[src/rtl/cpu_pkg.sv]
// Shared definitions for the pipelined RISC-V core: stage-register widths,
// control-bundle bit positions and the pipe_stage_reg occupancy encoding.
package cpu_pkg;

   localparam int IF_ID_DATA_W  = 64;
   localparam int IF_ID_CTRL_W  = 1;
   localparam int ID_EX_DATA_W  = 106;
   localparam int ID_EX_CTRL_W  = 7;
   localparam int EX_MEM_DATA_W = 71;
   localparam int EX_MEM_CTRL_W = 4;
   localparam int MEM_WB_DATA_W = 69;
   localparam int MEM_WB_CTRL_W = 2;

   // Control bundle layout; ALUOp occupies two bits starting at ALUOP_LSB.
   localparam int REGWRITE_B = 0;
   localparam int MEMTOREG_B = 1;
   localparam int MEMREAD_B  = 2;
   localparam int MEMWRITE_B = 3;
   localparam int ALUSRC_B   = 4;
   localparam int ALUOP_LSB  = 5;

   localparam logic [1:0] EMPTY = 2'd0;
   localparam logic [1:0] ONE   = 2'd1;
   localparam logic [1:0] TWO   = 2'd2;

endpackage

[src/rtl/sat_counter.sv]
// Up-counter that sticks at its maximum value instead of wrapping.
module sat_counter
   import cpu_pkg::*;
#(
   parameter int W = 16
) (
   input  logic         clk_i,
   input  logic         rst_i,
   input  logic         inc_i,
   output logic [W-1:0] count_o
);

   logic [W-1:0] count_q;
   logic [W-1:0] count_d;

   always_comb begin
      count_d = count_q;
      if (inc_i && (count_q != '1)) begin
         count_d = count_q + W'(1);
      end
   end

   always_ff @(posedge clk_i) begin
      if (rst_i) begin
         count_q <= '0;
      end else begin
         count_q <= count_d;
      end
   end

   assign count_o = count_q;

endmodule

[src/rtl/pipe_stage_reg.sv]
// Pipeline stage register with valid/ready handshake, optional skid entry,
// flush-to-bubble and a saturating back-pressure counter.
module pipe_stage_reg
   import cpu_pkg::*;
#(
   parameter int DATA_W = ID_EX_DATA_W,
   parameter int CTRL_W = ID_EX_CTRL_W,
   parameter int SKID   = 1,
   parameter int CNT_W  = 16
) (
   input  logic              clk_i,
   input  logic              rst_i,
   input  logic              flush_i,
   input  logic              valid_i,
   output logic              ready_o,
   input  logic [DATA_W-1:0] data_i,
   input  logic [CTRL_W-1:0] ctrl_i,
   output logic              valid_o,
   input  logic              ready_i,
   output logic [DATA_W-1:0] data_o,
   output logic [CTRL_W-1:0] ctrl_o,
   output logic [CNT_W-1:0]  stall_cnt_o
);

   logic [1:0]        state_q, state_d;
   logic [DATA_W-1:0] mainData_q, mainData_d;
   logic [CTRL_W-1:0] mainCtrl_q, mainCtrl_d;
   logic [DATA_W-1:0] skidData_q, skidData_d;
   logic [CTRL_W-1:0] skidCtrl_q, skidCtrl_d;
   logic              accept;
   logic              emit;

   // With the skid entry, ready depends only on occupancy, so ready_i never reaches ready_o.
   assign valid_o = (state_q != EMPTY);
   assign ready_o = (SKID != 0) ? (state_q != TWO) : (~valid_o | ready_i);
   assign accept  = valid_i & ready_o;
   assign emit    = valid_o & ready_i;
   assign data_o  = mainData_q;
   assign ctrl_o  = valid_o ? mainCtrl_q : '0;

   always_comb begin
      state_d    = state_q;
      mainData_d = mainData_q;
      mainCtrl_d = mainCtrl_q;
      skidData_d = skidData_q;
      skidCtrl_d = skidCtrl_q;
      if (flush_i) begin
         state_d = EMPTY;
      end else begin
         case (state_q)
            EMPTY: begin
               if (accept) begin
                  state_d    = ONE;
                  mainData_d = data_i;
                  mainCtrl_d = ctrl_i;
               end
            end
            ONE: begin
               if (accept && emit) begin
                  mainData_d = data_i;
                  mainCtrl_d = ctrl_i;
               end else if (accept && (SKID != 0)) begin
                  state_d    = TWO;
                  skidData_d = data_i;
                  skidCtrl_d = ctrl_i;
               end else if (emit) begin
                  state_d = EMPTY;
               end
            end
            TWO: begin
               if (emit) begin
                  state_d    = ONE;
                  mainData_d = skidData_q;
                  mainCtrl_d = skidCtrl_q;
               end
            end
            default: state_d = EMPTY;
         endcase
      end
   end

   always_ff @(posedge clk_i) begin
      if (rst_i) begin
         state_q    <= EMPTY;
         mainData_q <= '0;
         mainCtrl_q <= '0;
         skidData_q <= '0;
         skidCtrl_q <= '0;
      end else begin
         state_q    <= state_d;
         mainData_q <= mainData_d;
         mainCtrl_q <= mainCtrl_d;
         skidData_q <= skidData_d;
         skidCtrl_q <= skidCtrl_d;
      end
   end

   sat_counter #(
      .W(CNT_W)
   ) stallCounter (
      .clk_i  (clk_i),
      .rst_i  (rst_i),
      .inc_i  (valid_o & ~ready_i),
      .count_o(stall_cnt_o)
   );

endmodule

[config.mk]
export PLATFORM = sky130hd
export DESIGN_NAME = pipe_stage_reg
export DESIGN_NICKNAME = d
export VERILOG_FILES = /design/src/rtl/cpu_pkg.sv /design/src/rtl/sat_counter.sv /design/src/rtl/pipe_stage_reg.sv
export SDC_FILE = /design/constraint.sdc
export NUM_CORES = 1
export LEC_CHECK = 0
export ABC_AREA = 0
export CAP_MARGIN = 10
export CORE_MARGIN = 2
export CORE_UTILIZATION = 55
export CTS_CLUSTER_DIAMETER = 150
export CTS_CLUSTER_SIZE = 16
export DETAILED_ROUTE_END_ITERATION = 6
export HOLD_SLACK_MARGIN = 0.12
export PLACE_DENSITY = 0.86
export SETUP_SLACK_MARGIN = 0.4
export SLEW_MARGIN = 20
export SYNTH_ARGS = -nofsm -noshare
export SYNTH_HDL_FRONTEND = slang
export SYNTH_HIERARCHICAL = 1
export SYNTH_SLANG_ARGS = --single-unit
export TNS_END_PERCENT = 1
[constraint.sdc]
create_clock -name clk_i -period 2.53 [get_ports clk_i]
set_input_delay 0.6325 -clock clk_i [delete_from_list [all_inputs] [get_ports clk_i]]
set_output_delay 0.6325 -clock clk_i [all_outputs]
set_load 0.01 [all_outputs]
After elaboration in Yosys (flattened, before gate mapping)
Index checks and enable logic that the tools add are counted.
{"block": "classes", "addsub": 1, "n_eq_ne": 9, "n_mux": 15, "bitwise_logic": 6, "reduce_logical": 9}
{"operator": "$mux 106", "n": 3}
{"operator": "$pmux 106 s3", "n": 1}
{"operator": "$mux 7", "n": 4}
{"operator": "$pmux 7 s3", "n": 1}
{"operator": "$add 16x1->16 const B", "n": 1}
{"operator": "$ne 16x16->1 const B", "n": 1}
{"operator": "$mux 2", "n": 5}
{"operator": "$ne 2x2->1 const B", "n": 5}
{"operator": "$reduce_and 4->1", "n": 2}
{"operator": "$pmux 2 s3", "n": 1}
{"operator": "$reduce_and 5->1", "n": 1}
{"operator": "$and 1x1->1", "n": 3}
{"operator": "$ne 3x3->1 const B", "n": 1}
{"operator": "$not 1->1", "n": 3}
{"operator": "$reduce_bool 3->1", "n": 1}
{"operator": "$eq 2x1->1 const B", "n": 1}
{"operator": "$eq 2x2->1 const B", "n": 1}
{"operator": "$logic_and 1x1->1", "n": 2}
{"operator": "$logic_not 2->1", "n": 1}
{"operator": "$reduce_bool 2->1", "n": 1}
{"operator": "$reduce_or 2->1", "n": 1}
{"block": "word_totals", "register_bits": 244, "in_bits": 118, "out_inout_bits": 131, "wordCells": 46}

Logic depth before layout (Yosys ltp)
Gate-level depths: netlist of the first run.
{"block": "logic_depth", "word_depth": 6, "depth_mapped": 7}

Cells and area by module
Netlist of the first run, hierarchy kept.
{"module": "pipe_stage_reg", "instances": 1, "cells_per_inst": 1169, "area_each_um2": 10174.8, "seq_area_each_um2": 4564.4}
{"module": "sat_counter", "instances": 1, "cells_per_inst": 99, "area_each_um2": 848.3, "seq_area_each_um2": 320.3}

Least setup slack after synthesis of the first run
No wires, ideal clock.
{"block": "synth_path", "kind": "input to register", "from": "in ready_i", "to": "reg stallCounter.count_q[7] (netlist: stallCounter/count_o[7])", "setup_time_ns": 0.070, "t_arrival_ns": 1.762, "t_required_ns": 2.460, "path_slack_ns": 0.698, "cell_stages": 5, "n_path_buf": 1, "path_cell_list": "nor2_1 -> nand2_1 -> clkbuf_1 -> or4_1 -> a21oi_1"}
{"block": "synth_via", "elab_chain_len": 3}
{"element": "start: declaration", "line": "pipe_stage_reg.sv:19", "text": "input logic ready_i,"}
{"element": "$not 1->1", "line": "pipe_stage_reg.sv:103", "text": ".inc_i (valid_o & ~ready_i),"}
{"element": "$and 1x1->1", "line": "pipe_stage_reg.sv:103"}
{"element": "$logic_and 1x1->1", "line": "sat_counter.sv:18", "text": "if (inc_i && (count_q != '1)) begin"}
{"element": "end signal: assignment", "line": "sat_counter.sv:27", "text": "count_q <= count_d;"}
{"element": "end: declaration", "line": "sat_counter.sv:13", "text": "logic [W-1:0] count_q;"}
Every way passes these cells.
A chain may end at the register's enable or synchronous reset.

Worst setup path in the final report of the first run
{"block": "layout_path", "from": "reg state_q[1]", "to": "out ctrl_o[0]"}
{"block": "layout_via", "elab_chain_len": 2}
{"element": "start: declaration", "line": "pipe_stage_reg.sv:25", "text": "logic [1:0] state_q, state_d;"}
{"element": "start signal: assignment", "line": "pipe_stage_reg.sv:90", "text": "state_q <= state_d;"}
{"element": "$reduce_bool 2->1", "line": "pipe_stage_reg.sv:34", "text": "assign valid_o = (state_q != EMPTY);"}
{"element": "$mux 7", "line": "pipe_stage_reg.sv:39", "text": "assign ctrl_o = valid_o ? mainCtrl_q : '0;"}
{"element": "end: declaration", "line": "pipe_stage_reg.sv:21", "text": "output logic [CTRL_W-1:0] ctrl_o,"}
Every way passes these cells.

==> results of run 1 <==
[cell usage in the layout (no fill, tap or decap), drive strengths merged, types with 2 or more instances in the layout]
cell and n:
or3 4, clkbuf 19, nand3 6, inv 4, nor2b 122, nand2b 3, a21oi 125, nor3 6
buf 44, clkdlybuf4s50 237, o31ai 6, dfxtp 244, or4 7, nor4 3, and4 3, mux2i 114
nand2 235, xnor2 2, nand4 4, o21a 2, dlygate4sd2 8, o21ai 117, o41ai 114, nor2 8
[logic make-up after synthesis]
family | count (synthesis)
AO/OA/AOI/OAI | 367
XOR/XNOR | 2
adder cells (fa/ha/maj) | 1
buffers and inverters | 133
flip-flops | 244
multiplexers | 115
AND/OR/NAND/NOR | 406
[timing repair]
action,CTS,global route
pin swaps,0,0
gates cloned,0,0
gates resized for setup,11,1
hold endpoints to repair,0,0
endpoints found under the setup margin,21,24
[metal layers]
metal  vias to the layer above  wire length [um]  global-route usage, %
met4                         0               784                   8.14
met1                      4766             12700                   34.3
met2                       309             13900                   43.2
li1                       4870                 -                      -
met5                         -                 0                      0
met3                        54              1850                   5.58
[power by group through the flow]
stage               Clock [mW]  Sequential, mW  Combinational, mW
floorplan                    0            4.12              0.419
global placement             0            4.09              0.978
detailed placement           0            4.09              0.998
CTS                       2.71            4.01               1.00
global route              2.85            4.02               1.08
finish                    2.65            4.01               1.00
[area by class of cell]
type | count | area [sq um]
Clock buffer | 19 | 475
Timing Repair Buffer | 290 | 3060
Multi-Input combinational cell | 891 | 5490
Fill cell | 1460 | 5310
Clock inverter | 1 | 16.3
Inverter | 4 | 15.0
Sequential cell | 244 | 4890
Tap cell | 265 | 332
[metrics by stage]
step / util (%) / setup WS [ns] / cell area (sq um) / hold slack, ns / power [mW]
3_3_place_gp: 70.4 / 0.126 / 13800 / 0.440 / 5.07
5_1_grt: 72.9 / 0.224 / 14300 / 0.468 / 7.95
4_1_cts: 72.9 / 0.251 / 14300 / 0.455 / 7.72
3_5_place_dp: 70.4 / 0.0933 / 13800 / 0.446 / 5.09
2_1_floorplan: - / 0.698 / 11000 / 0.436 / 4.54
6_report: 72.9 / 0.298 / 14300 / 0.452 / 7.66
[critical path: cells and delay by family, from the launching register on]
family                 cells  cell delay, ns
buffers and inverters      2            0.48
flip-flops                 1            0.38
AND/OR/NAND/NOR            2            0.25
[flip-flops by register name, indices dropped and copies added, names as in the netlist]
signal	flops
data_o	106
mainCtrl_q	7
skidCtrl_q	7
skidData_q	106
stallCounter/count_o	16
state_q	2
[worst paths after layout]
| kind | from | endpoint | slack [ns] | cells after the start |
|---|---|---|---|---|
| min | skidData_q[11] | skidData_q[11] | 0.45 | 2 |
| min reg2reg | skidData_q[11] | skidData_q[11] | 0.45 | 2 |
| max reg2reg | stallCounter/count_o[0] | stallCounter/count_o[11] | 0.42 | 5 |
| max | state_q[1] | ctrl_o[0] | 0.30 | 4 |
==> results by group, run 1 <==
Logic synthesis
  • Main combinational cell family by area after synthesis: compound AO/OA/AOI/OAI gates
  • FFs w/ async S/R, synth: 0%
  • Part of the Yosys area used for sequential elements: 44.3%
  • Ys Warns: 6
  • Post-synth EDFFs: 0
  • Synth cell count leaders: dfxtp_1 (244), nand2_1 (234), a21oi_1 (124), nor2b_1 (122)
  • Cell count after synthesis: 1268
  • Synth top area share: 44.3%
  • Post-synthesis simple-gate area fraction: 18.0%
  • Mapped cell area: 11000 sq um
  • Adder-cell share of the synthesized area: 0.114%
  • Syn nets: 1387
  • Yosys top cell by area: dfxtp_1
  • Post-Synth XOR/XNOR Area: 0.159%
  • Post-synthesis cell type count: 42
  • Compound-gate portion of the synthesized area: 20.9%
  • Multiplexer share of the synthesized area: 10.5%
  • Most frequent cell after synthesis: dfxtp_1
  • Top cells by area, synth: dfxtp_1 (44%), mux2i_1 (10%), o41ai_1 (9.1%)
  • Most common flop cell mapped by yosys: dfxtp_1
  • Syn Area/Cell: 8.69 sq um
  • Seq cells post-synth: 244

Clock network
  • Clock Latency Late Sink: 0.49 ns
  • Num CTS Buffers: 19
  • Clk slew on worst S/H paths: 0.07 ns
  • Root Driver: clkbuf_16
  • Clock H-tree levels: 1
  • Post-CTS Hold Buffers: 0
  • CTS tree: built
  • Clk buf depth: 3
  • Clock tree sinks: 244
  • Post CTS Setup Buffer Count: 0

Layout
  • Area growth syn-to-layout: 29.5%
  • Post-route insts no fill: 1714
  • Ratio of cells with drive above 1 in the final layout: 5.18%
  • Antenna Cells: 0
  • Final net count: 1569

GRT
  • Antenna violations before repair: 0
  • Total grt overflow: 0
  • Global-route wire length before repair: 47000 um
  • Largest net degree at the start of global routing: 114
  • Number of global-route vias before repair: 9454
  • Total Routing Usage GR: 26.1%

Power
  • Comb pwr share: 13.1%
  • PD cells: 537 nW/um^2
  • P_int: 5.81 mW
  • Pleak: 5.62 nW
  • Switching part of the total: 24.2%
  • Max IR drop VDD: 461 uV
  • Sw Pwr: 1.85 mW
  • Sequential Power Share: 52.3%
  • Clock power share: 34.6%

Floorplanning
  • Chip Width: 146 um
  • Std-Cell Rows: 51
  • Core Area: 19600 sq um
  • Initial core utilization: 56.3%
  • Die height: 146 um
  • IO Pins: 249
  • Die ar.: 21200 sq um

Worst setup path
  • Slowest cell on the critical path: dfxtp_4
  • Endpoint class of the critical path: output port
  • CP required: 1.90 ns
  • CP max stage delay: 0.38 ns
  • Crit path DAT: 1.60 ns
  • Crit path kind: flip-flop to output port
  • Crit-path cells: nor2_1, buf_4, nor2b_1, dlygate4sd2_1
  • Crit Path Max Fanout: 9
  • Startpoint types: flip-flop

Routing
  • WL/cell: 17.1 um
  • DRT iter0 DRCs: 723
  • Final wirelength: 29200 um
  • Drt drc: 0
  • Vias/cell: 5.83
  • Number of detailed-route iterations in the first pass: 5
  • DR vias: 9999
  • ANT nets after route: 0

STA
  • Final count of pins violating max slew: 0
  • Hold Vio Cnt, Final: 0
  • Final Setup Violations: 0
  • Clock skew: 0.0171 ns
  • Slew margin rel.: 45.0%
  • Final min period: 2.23 ns
  • Fin crit share: 88.2%
  • Max Clk Rate: 0.448 GHz
  • RSZ-0062 raised after global routing: true
  • Worst Tran Pin Value: 0.819 ns
  • Final setup TNS: 0 ns

Outcome
  • Outcome: finished, final reports clean

Place
  • Final GP Congestion: 0.817
  • Placed Cells: 1694
  • PortBufs: 248
  • Dpl hpwl: 18900 um

Job
  • Max-cap violations: 0

Min path
  • Hold/Removal Path Class: flip-flop to flip-flop
No activity file was read; power rests on OpenSTA's default activity.
==> inputs of run 2 (changes only) <==
--- a/config.mk
+++ b/config.mk
@@ -13,6 +13,7 @@
 export CTS_CLUSTER_SIZE = 16
 export DETAILED_ROUTE_END_ITERATION = 6
 export HOLD_SLACK_MARGIN = 0.12
+export MAX_ROUTING_LAYER = met4
 export PLACE_DENSITY = 0.86
 export SETUP_SLACK_MARGIN = 0.4
 export SLEW_MARGIN = 20
==> results by group, run 2 (synthesis results as in run 1) <==
Outcome
  • Outcome: finished, final reports clean

Place
  • PortBufs: 248 (unchanged)
  • Dpl hpwl: 18900 um (unchanged)
  • Final GP Congestion: 0.830 (+1.5%)
  • Placed Cells: 1694 (unchanged)

Min path
  • Hold/Removal Path Class: flip-flop to flip-flop
  • Hold wc startpoint: skidData_q[11]

GRT
  • Number of global-route vias before repair: 9455 (+0.011%)
  • Total grt overflow: 0 (unchanged)
  • Global-route wire length before repair: 47000 um (about the same)
  • Largest net degree at the start of global routing: 114 (unchanged)
  • Antenna violations before repair: 0 (unchanged)
  • Total Routing Usage GR: 26.9% (+0.81 points)

Floorplanning
  • Die ar.: 21200 sq um (unchanged)
  • Chip Width: 146 um (unchanged)
  • Core Area: 19600 sq um (unchanged)
  • Std-Cell Rows: 51 (unchanged)
  • Die height: 146 um (unchanged)
  • IO Pins: 249 (unchanged)
  • Initial core utilization: 56.3% (unchanged)

Routing
  • DRT iter0 DRCs: 632 (-13%)
  • Met2 wire length: 13800 um (-0.46%)
  • Vias/cell: 5.79 (-0.82%)
  • Met3 routed WL: 1880 um (+1.7%)
  • WL/cell: 17.0 um (-0.46%)
  • Number of detailed-route iterations in the first pass: 5 (unchanged)
  • DR vias: 9917 (-0.82%)
  • Final wirelength: 29100 um (-0.46%)
  • Wl on met1: 12600 um (-0.77%)
  • Drt drc: 0 (unchanged)
  • ANT nets after route: 0 (unchanged)
  • Top Metal Used: met4

Job
  • Max-cap violations: 0 (unchanged)

STA
  • Final count of pins violating max slew: 0 (unchanged)
  • Clock skew: 0.0174 ns (+0.000275 ns)
  • Final min period: 2.24 ns (+0.00851 ns)
  • Hold Vio Cnt, Final: 0 (unchanged)
  • Worst Tran Pin Value: 0.817 ns (-0.00137 ns)
  • Max Clk Rate: 0.446 GHz (-0.38%)
  • Final Setup Violations: 0 (unchanged)
  • Final setup TNS: 0 ns (unchanged)
  • Hold WS: 0.453 ns (+0.000812 ns)
  • Fin crit share: 88.6% (+0.34 points)
  • RSZ-0062 raised after global routing: true
  • Slew margin rel.: 45.1% (+0.092 points)

Layout
  • Antenna Cells: 0 (unchanged)
  • Core Util, Final: 72.9% (unchanged)
  • Ratio of cells with drive above 1 in the final layout: 5.18% (unchanged)
  • Final net count: 1569 (unchanged)
  • Commonest non-fill, non-tap cell in the layout: dfxtp_1
  • Area growth syn-to-layout: 29.5% (unchanged)
  • Most frequent cells in the layout: dfxtp_1 (242), clkdlybuf4s50_1 (237), nand2_1 (234), a21oi_1 (124), nor2b_1 (122)
  • Post-route insts no fill: 1714 (unchanged)

Worst setup path
  • Crit path kind: flip-flop to output port
  • Endpoint class of the critical path: output port
  • R2r startpoint: stallCounter/count_o[0]
  • CP Launch Point: state_q[1]
  • CP required: 1.90 ns (about the same)
  • Crit path DAT: 1.61 ns (about the same)
  • Crit Path Max Fanout: 9 (unchanged)
  • Startpoint types: flip-flop

Power
  • Pwr Total: 7.66 mW (unchanged)
  • Pleak: 5.62 nW (unchanged)
  • PD cells: 537 nW/um^2 (unchanged)
  • Max IR drop VDD: 463 uV (+0.35%)

Clock network
  • Num CTS Buffers: 19 (unchanged)
  • Post CTS Setup Buffer Count: 0 (unchanged)
  • CTS tree: built
  • Root Driver: clkbuf_16
  • Clock Latency Late Sink: 0.49 ns (about the same)
  • Clk buf depth: 3 (unchanged)
  • Clock H-tree levels: 1 (unchanged)
  • Clock tree sinks: 244 (unchanged)
  • Clk slew on worst S/H paths: 0.07 ns (about the same)
==> run 2: cell counts in the layout (fill, tap and decap cells not counted) <==
Identical to the previous run, type by type.
==> run 2: path summary, 6_finish.rpt <==
| kind | to | slack, ns | cells past startpoint |
|---|---|---|---|
| setup / recovery | ctrl_o[0] | 0.29 | 4 |
| hold / removal | skidData_q[11] | 0.45 | 2 |
| setup reg to reg | stallCounter/count_o[11] | 0.42 | 5 |
| hold reg to reg | skidData_q[11] | 0.45 | 2 |
==> run 2: repair_timing <==
item / in CTS / in global routing
endpoints found under the setup margin: 21 / 24
resized for setup: 11 / 1
hold buffers: 0 / 0
pin swaps: 0 / 0
==> run 2: report_power, final <==
part | internal (mW) | switching (mW)
registers | 3.95 | 0.0594
clock network | 1.34 | 1.31
logic | 0.516 | 0.488
total | 5.81 | 1.85
==> run 2: through the flow <==
stage	cell area [sq um]	setup WS (ns)
4_1_cts	14300	0.251
3_5_place_dp	13800	0.0933
5_1_grt	14300	0.224
6_report	14300	0.289
3_3_place_gp	13800	0.126
2_1_floorplan	11000	0.698
==> run 2: layer usage <==
| metal | vias to the layer above | GRT usage, % |
|---|---|---|
| li1 | 4867 | - |
| met1 | 4715 | 34.5 |
| met2 | 284 | 43.2 |
| met3 | 51 | 5.33 |
| met4 | 0 | 8.14 |
| met5 | - | - |
==> run 2: layout make-up <==
type | count | area [sq um]
inverters | 4 | 15.0
flip-flops and latches | 244 | 4890
fillers | 1460 | 5310
clock buffers | 19 | 475
well taps | 265 | 332
clock inverters | 1 | 16.3
repair buffers | 290 | 3060
multi-input cells | 891 | 5490
==> run 2: worst max-delay path, cell delays in order, from the launching register on <==
cell and delay (ns):
dfxtp_4 0.39, nor2_1 0.05, buf_4 0.17, nor2b_1 0.21, dlygate4sd2_1 0.31
==> inputs of run 3 (changes only) <==
--- a/config.mk
+++ b/config.mk
@@ -12,7 +12,7 @@
 export CTS_CLUSTER_DIAMETER = 150
 export CTS_CLUSTER_SIZE = 16
 export DETAILED_ROUTE_END_ITERATION = 6
-export HOLD_SLACK_MARGIN = 0.12
+export HOLD_SLACK_MARGIN = 0.15
 export MAX_ROUTING_LAYER = met4
 export PLACE_DENSITY = 0.86
 export SETUP_SLACK_MARGIN = 0.4
==> results of run 3 <==
No change in the layout: final DEF, timing and power equal those of run 2.
